File: src/rtl/flash_readback.sv
// flash_readback: dumps a region of the SPI configuration flash out of the
// UART TX pin using one JEDEC READ (0x03) transaction. SCLK is held low
// between bytes whenever the single-byte holding register is still occupied.
module flash_readback #(
  parameter int unsigned CLK_DIV  = 2,
  parameter int unsigned BAUD_DIV = 104
) (
  input  logic        clk,
  input  logic        n_rst,
  input  logic        start,
  input  logic [23:0] base_addr,
  input  logic [23:0] length,
  output logic        busy,
  output logic        done,
  output logic        f_sclk,
  output logic        f_cs,
  output logic        f_mosi,
  input  logic        f_miso,
  output logic        tx
);

  localparam int unsigned DIV_W  = (CLK_DIV > 1) ? $clog2(CLK_DIV) : 1;
  localparam int unsigned BAUD_W = $clog2(BAUD_DIV);
  localparam logic [DIV_W-1:0]  DIV_MAX  = DIV_W'(CLK_DIV - 1);
  localparam logic [BAUD_W-1:0] BAUD_MAX = BAUD_W'(BAUD_DIV - 1);

  typedef enum logic [1:0] {IDLE, CMD, READ, FLUSH} state_t;

  state_t             state_q, state_d;
  logic               done_d;
  logic [DIV_W-1:0]   div_cnt;
  logic [5:0]         bit_cnt;
  logic [31:0]        cmd_sr;
  logic [7:0]         asm_sr;
  logic [23:0]        remaining;
  logic               last_byte;
  logic               byte_rdy;
  logic [7:0]         hold;
  logic               hold_full;
  logic               uart_busy;
  logic [8:0]         u_sr;
  logic [BAUD_W-1:0]  baud_cnt;
  logic [3:0]         u_bit;

  logic accept, spi_active, tick, stall, rise_ev, fall_ev;
  logic byte_end, uart_load, uart_end;

  assign accept     = (state_q == IDLE) && start && (length != '0);
  assign spi_active = (state_q == CMD) || (state_q == READ);
  assign tick       = (div_cnt == DIV_MAX);
  // A new byte may not begin clocking until the previous one has left the holding register.
  assign stall      = (state_q == READ) && !f_sclk && (bit_cnt == 6'd0) && (hold_full || byte_rdy);
  assign rise_ev    = spi_active && tick && !f_sclk && !stall;
  assign fall_ev    = spi_active && tick && f_sclk;
  assign byte_end   = rise_ev && (state_q == READ) && (bit_cnt == 6'd7);
  assign uart_load  = !uart_busy && hold_full;
  assign uart_end   = uart_busy && (baud_cnt == BAUD_MAX) && (u_bit == 4'd9);

  assign busy   = (state_q != IDLE);
  assign f_cs   = !spi_active;
  assign f_mosi = cmd_sr[31];

  // State register and registered done pulse.
  always_ff @(posedge clk or negedge n_rst) begin
    if (!n_rst) begin
      state_q <= IDLE;
      done    <= 1'b0;
    end else begin
      state_q <= state_d;
      done    <= done_d;
    end
  end

  // Next-state logic; done is decided one cycle ahead so it lands right after the stop bit.
  always_comb begin
    state_d = state_q;
    done_d  = 1'b0;
    case (state_q)
      IDLE: begin
        if (start) begin
          if (length == '0) done_d = 1'b1;
          else              state_d = CMD;
        end
      end
      CMD:   if (fall_ev && (bit_cnt == 6'd32)) state_d = READ;
      READ:  if (fall_ev && last_byte)          state_d = FLUSH;
      FLUSH: begin
        if (!hold_full && !byte_rdy && (!uart_busy || uart_end)) begin
          state_d = IDLE;
          done_d  = 1'b1;
        end
      end
      default: state_d = IDLE;
    endcase
  end

  // SPI clock divider, command shifter and read byte assembler.
  always_ff @(posedge clk or negedge n_rst) begin
    if (!n_rst) begin
      div_cnt   <= '0;
      bit_cnt   <= '0;
      f_sclk    <= 1'b0;
      cmd_sr    <= '0;
      asm_sr    <= '0;
      last_byte <= 1'b0;
    end else if (accept) begin
      div_cnt   <= '0;
      bit_cnt   <= '0;
      f_sclk    <= 1'b0;
      cmd_sr    <= {8'h03, base_addr};
      last_byte <= 1'b0;
    end else if (spi_active) begin
      // While stalled the divider parks at its terminal count so SCLK rises as soon as allowed.
      if (!tick)       div_cnt <= div_cnt + 1'b1;
      else if (!stall) div_cnt <= '0;
      if (rise_ev) begin
        f_sclk <= 1'b1;
        if (state_q == CMD) begin
          bit_cnt <= bit_cnt + 6'd1;
        end else begin
          asm_sr <= {asm_sr[6:0], f_miso};
          if (bit_cnt == 6'd7) begin
            bit_cnt   <= '0;
            last_byte <= (remaining == 24'd1);
          end else begin
            bit_cnt <= bit_cnt + 6'd1;
          end
        end
      end
      if (fall_ev) begin
        f_sclk <= 1'b0;
        cmd_sr <= {cmd_sr[30:0], 1'b0};
        if ((state_q == CMD) && (bit_cnt == 6'd32)) bit_cnt <= '0;
      end
    end
  end

  // Holding register, byte counter and 8N1 transmitter.
  always_ff @(posedge clk or negedge n_rst) begin
    if (!n_rst) begin
      byte_rdy  <= 1'b0;
      hold      <= '0;
      hold_full <= 1'b0;
      remaining <= '0;
      uart_busy <= 1'b0;
      u_sr      <= '0;
      baud_cnt  <= '0;
      u_bit     <= '0;
      tx        <= 1'b1;
    end else begin
      byte_rdy <= byte_end;
      if (accept)        remaining <= length;
      else if (byte_rdy) remaining <= remaining - 24'd1;
      if (byte_rdy) begin
        hold      <= asm_sr;
        hold_full <= 1'b1;
      end else if (uart_load) begin
        hold_full <= 1'b0;
      end
      if (uart_load) begin
        uart_busy <= 1'b1;
        u_sr      <= {1'b1, hold};
        tx        <= 1'b0;
        baud_cnt  <= '0;
        u_bit     <= '0;
      end else if (uart_busy) begin
        if (baud_cnt != BAUD_MAX) begin
          baud_cnt <= baud_cnt + 1'b1;
        end else begin
          baud_cnt <= '0;
          if (u_bit == 4'd9) begin
            uart_busy <= 1'b0;
          end else begin
            tx    <= u_sr[0];
            u_sr  <= {1'b1, u_sr[8:1]};
            u_bit <= u_bit + 4'd1;
          end
        end
      end
    end
  end

endmodule

File: config.mk
export PLATFORM = sky130hd
export DESIGN_NAME = flash_readback
export DESIGN_NICKNAME = d
export VERILOG_FILES = /design/src/rtl/flash_readback.sv
export SDC_FILE = /design/constraint.sdc
export NUM_CORES = 1
export LEC_CHECK = 0
export CORE_ASPECT_RATIO = 1.4
export CORE_MARGIN = 5
export CORE_UTILIZATION = 60
export DETAILED_ROUTE_END_ITERATION = 7
export GPL_TIMING_DRIVEN = 0
export HOLD_SLACK_MARGIN = 0.08
export PLACE_DENSITY = 0.84
export SYNTH_ARGS = -nofsm -noshare
export SYNTH_HDL_FRONTEND = slang
export SYNTH_SLANG_ARGS = --single-unit
File: constraint.sdc
create_clock -name clk -period 3.9 [get_ports clk]
set_input_delay 1.17 -clock clk [delete_from_list [all_inputs] [get_ports clk]]
set_output_delay 1.17 -clock clk [all_outputs]
set_load 0.01 [all_outputs]
==> flow_summary.ini <==
[outcome]
outcome = complete, no violations

[sta]
finClkSkew_ns = 0.00975
max-slew-margin-rel_pct = 60.1
hold_slack_ns = 0.482
fin_crit_ns = 3.18
maxSlewViolCount = 0
fin_crit_sh_pct = 81.5
setup_ws_ns = 0.723
hold_viol = 0
fmax_ghz = 0.315
setup_viol = 0
worst-slew-pin-transition_ns = 0.597
rsz0062_at_grt = no

[power_and_ir_drop]
p_sw_mw = 1.41
power_mw = 4.02
comb_power_share_pct = 31.5
seqPwrFrac_pct = 43.2
clkPwrFrac_pct = 25.2
switching_share_pct = 35.1
internal-power_mw = 2.61
vdd_drop_max_uv = 435
p_per_area_mw_per_mm2 = 632
total_leakage_power_nw = 2.85

[setup_path]
cp.required_ns = 2.73
critPathLaunchType = register
cp_max_fo = 7
cp-endpoint = f_cs
reg2reg_depth = 8
crit_type = reg -> out
cp.arrival_ns = 2.01
startpoint = state_q[0]
r2r_end = state_q[0]
worstReg2RegStart = state_q[0]
cp-end-kind = output pin
ff2ff_setup_slack_ns = 1.60

[routing]
drc = 0
wl_mm = 11.5
drtIter0Drc = 220
post_drt_wl_per_cell_um = 15.6
vias = 4224
via_per_inst = 5.74
drt_pass1_iterations = 5
final_antenna_net_count = 0

[clocking]
clk_pin_slew_worst_paths_ns = 0.07
root_buffer = clkbuf_16
hold_buffers = 0
clock_latency_ns = 0.36
htreeDepth = 3
cts_buffers = 9
clock-sinks = 108
cts_resized = 0
cts_setup_buffers = 0
cts.path.max_buffers = 2
cts_tree = built

[placement]
dp.cells = 720
pre_cts_ws_ns = 0.493
hpwl_mm = 8.22
port-buffer-count = 57
gp_congestion = 0.840

[yosys]
ys_warn_count = 0
synth_seq_area_share_pct = 50.9
async_flop_share_pct = 100
syn_area_mm2 = 0.00531
synth_area_per_cell_um2 = 9.53
synth_edf_count = 0
synth_cell_types = 52
synthCells = 557
syn_nets = 621
synthFlopType = dfrtp_1
synth_seq_cells = 108

[cells_and_area]
fin_nets = 690
stdcell_count = 736
fill_cells = 621
utilization_pct = 74.0
area_delta_synth_final_pct = 19.9
drive_gt1_share_pct = 9.67
antenna_cells = 0

[grt]
grt_start_max_net_pins = 72
grt_first_pass_wirelength_mm = 19.4
grt_use_total_pct = 22.9
antenna_found_initial = 0
grt_pass1_vias = 4304
grt-ovfl-total = 0

[floorplanning]
dieArea_mm2 = 0.0109
die_height_um = 121
start_util_pct = 61.7
core_area_mm2 = 0.00861
die_x_um = 89.5
fp-row-count = 40
ios = 58

[min_path]
min_path_type = reg -> reg
hp-start = u_sr[8]

[job]
drv_cap = 0
[layout by cell type, fill, tap and decap left out, types with 10 or more instances in the layout]
master,instances
dfrtp_1,107
xor2_1,19
nor2_1,84
mux2_2,14
a21oi_1,34
o21ai_0,18
nand2_1,90
nor4_1,10
a31oi_1,23
nand3_1,18
clkdlybuf4s50_1,56
ha_1,12
clkbuf_1,10
inv_1,16
mux2i_1,14
buf_2,14
[Yosys cell counts (all sizes together), types with 2 or more instances]
library cell / number / share of area [%]
a21o: 3 / 0.42
a21oi: 34 / 3.2
a22o: 5 / 0.82
a311oi: 2 / 0.33
a31oi: 23 / 2.7
a41oi: 2 / 0.47
and3: 3 / 0.35
buf: 17 / 1.7
clkbuf: 10 / 0.71
dfrtp: 107 / 50
ha: 12 / 2.8
inv: 16 / 1.1
mux2: 17 / 3.6
mux2i: 14 / 2.6
nand2: 90 / 6.4
nand3: 19 / 2.0
nand3b: 2 / 0.28
nand4: 8 / 0.94
nand4b: 2 / 0.45
nor2: 85 / 6.1
nor2b: 4 / 0.47
nor3: 5 / 0.68
nor3b: 2 / 0.38
nor4: 10 / 1.2
o21ai: 19 / 1.8
or2: 2 / 0.24
or3: 3 / 0.35
xnor2: 9 / 1.5
xor2: 19 / 3.1
[worst max-delay path, cell delays in order (launching register included)]
cell             delay [ns]
dfrtp_1                0.39
inv_1                  0.10
ha_1                   0.41
inv_1                  0.19
clkdlybuf4s50_1        0.57
[metrics by stage]
| step | setup TNS (ns) | area [µm²] |
|---|---|---|
| after CTS | 0 | 6370 |
| after floorplan | 0 | 5310 |
| after detailed placement | 0 | 6040 |
| final | 0 | 6370 |
| after global placement | -253.34 | 6010 |
| after global routing | 0 | 6370 |
[routing by layer]
metal	up-vias	share of wire [%]	global-route usage [%]
li1	2043	-	-
met1	2069	42	27.9
met2	94	50	38.3
met3	18	5.3	5.50
met4	0	2.0	9.03
met5	-	0	0
[flip-flops by register name, summed over array words and instances (netlist names), 2 cells and up]
signal     flops
hold           8
state_q        2
asm_sr         8
bit_cnt        6
u_bit          4
u_sr           9
remaining     24
cmd_sr        32
baud_cnt       7
[worst min-delay path by stage]
stage | endpoint | slack [ns] | cells past startpoint
CTS | u_sr[8] | 0.48 | 2
global route | u_sr[8] | 0.51 | 2
detailed placement | u_sr[8] | 0.47 | 2
finish | u_sr[8] | 0.48 | 2
floorplan | u_sr[8] | 0.44 | 2
global placement | u_sr[8] | 0.46 | 2
[power by group through the flow]
stage,Sequential (mW),Combinational [mW],Clock (mW)
2_1_floorplan,1.68,0.907,0
3_3_place_gp,1.73,1.19,0
3_5_place_dp,1.75,1.27,0
4_1_cts,1.74,1.28,1.02
5_1_grt,1.78,1.43,1.07
6_report,1.74,1.27,1.01
[kinds of logic after synthesis]
logic type	synth area share (%)
flops	50.9
xor+xnor	4.62
compound gates	10.7
simple gates	21.2
fa+ha+maj	2.83
buf+inv	3.51
mux	6.24
[final cells by class]
cell class              count  area [µm²]  share of cell area [%]
repair buffers             58         596                    9.35
clock inverters             7         105                    1.65
clock buffers               9         225                    3.54
inverters                  16        60.1                   0.943
well taps                 105         131                    2.06
multi-input cells         406        2420                    38.0
plain buffers              27         126                    1.98
flip-flops and latches    108        2700                    42.5
Note: power is estimated with default switching activity, not from simulation.
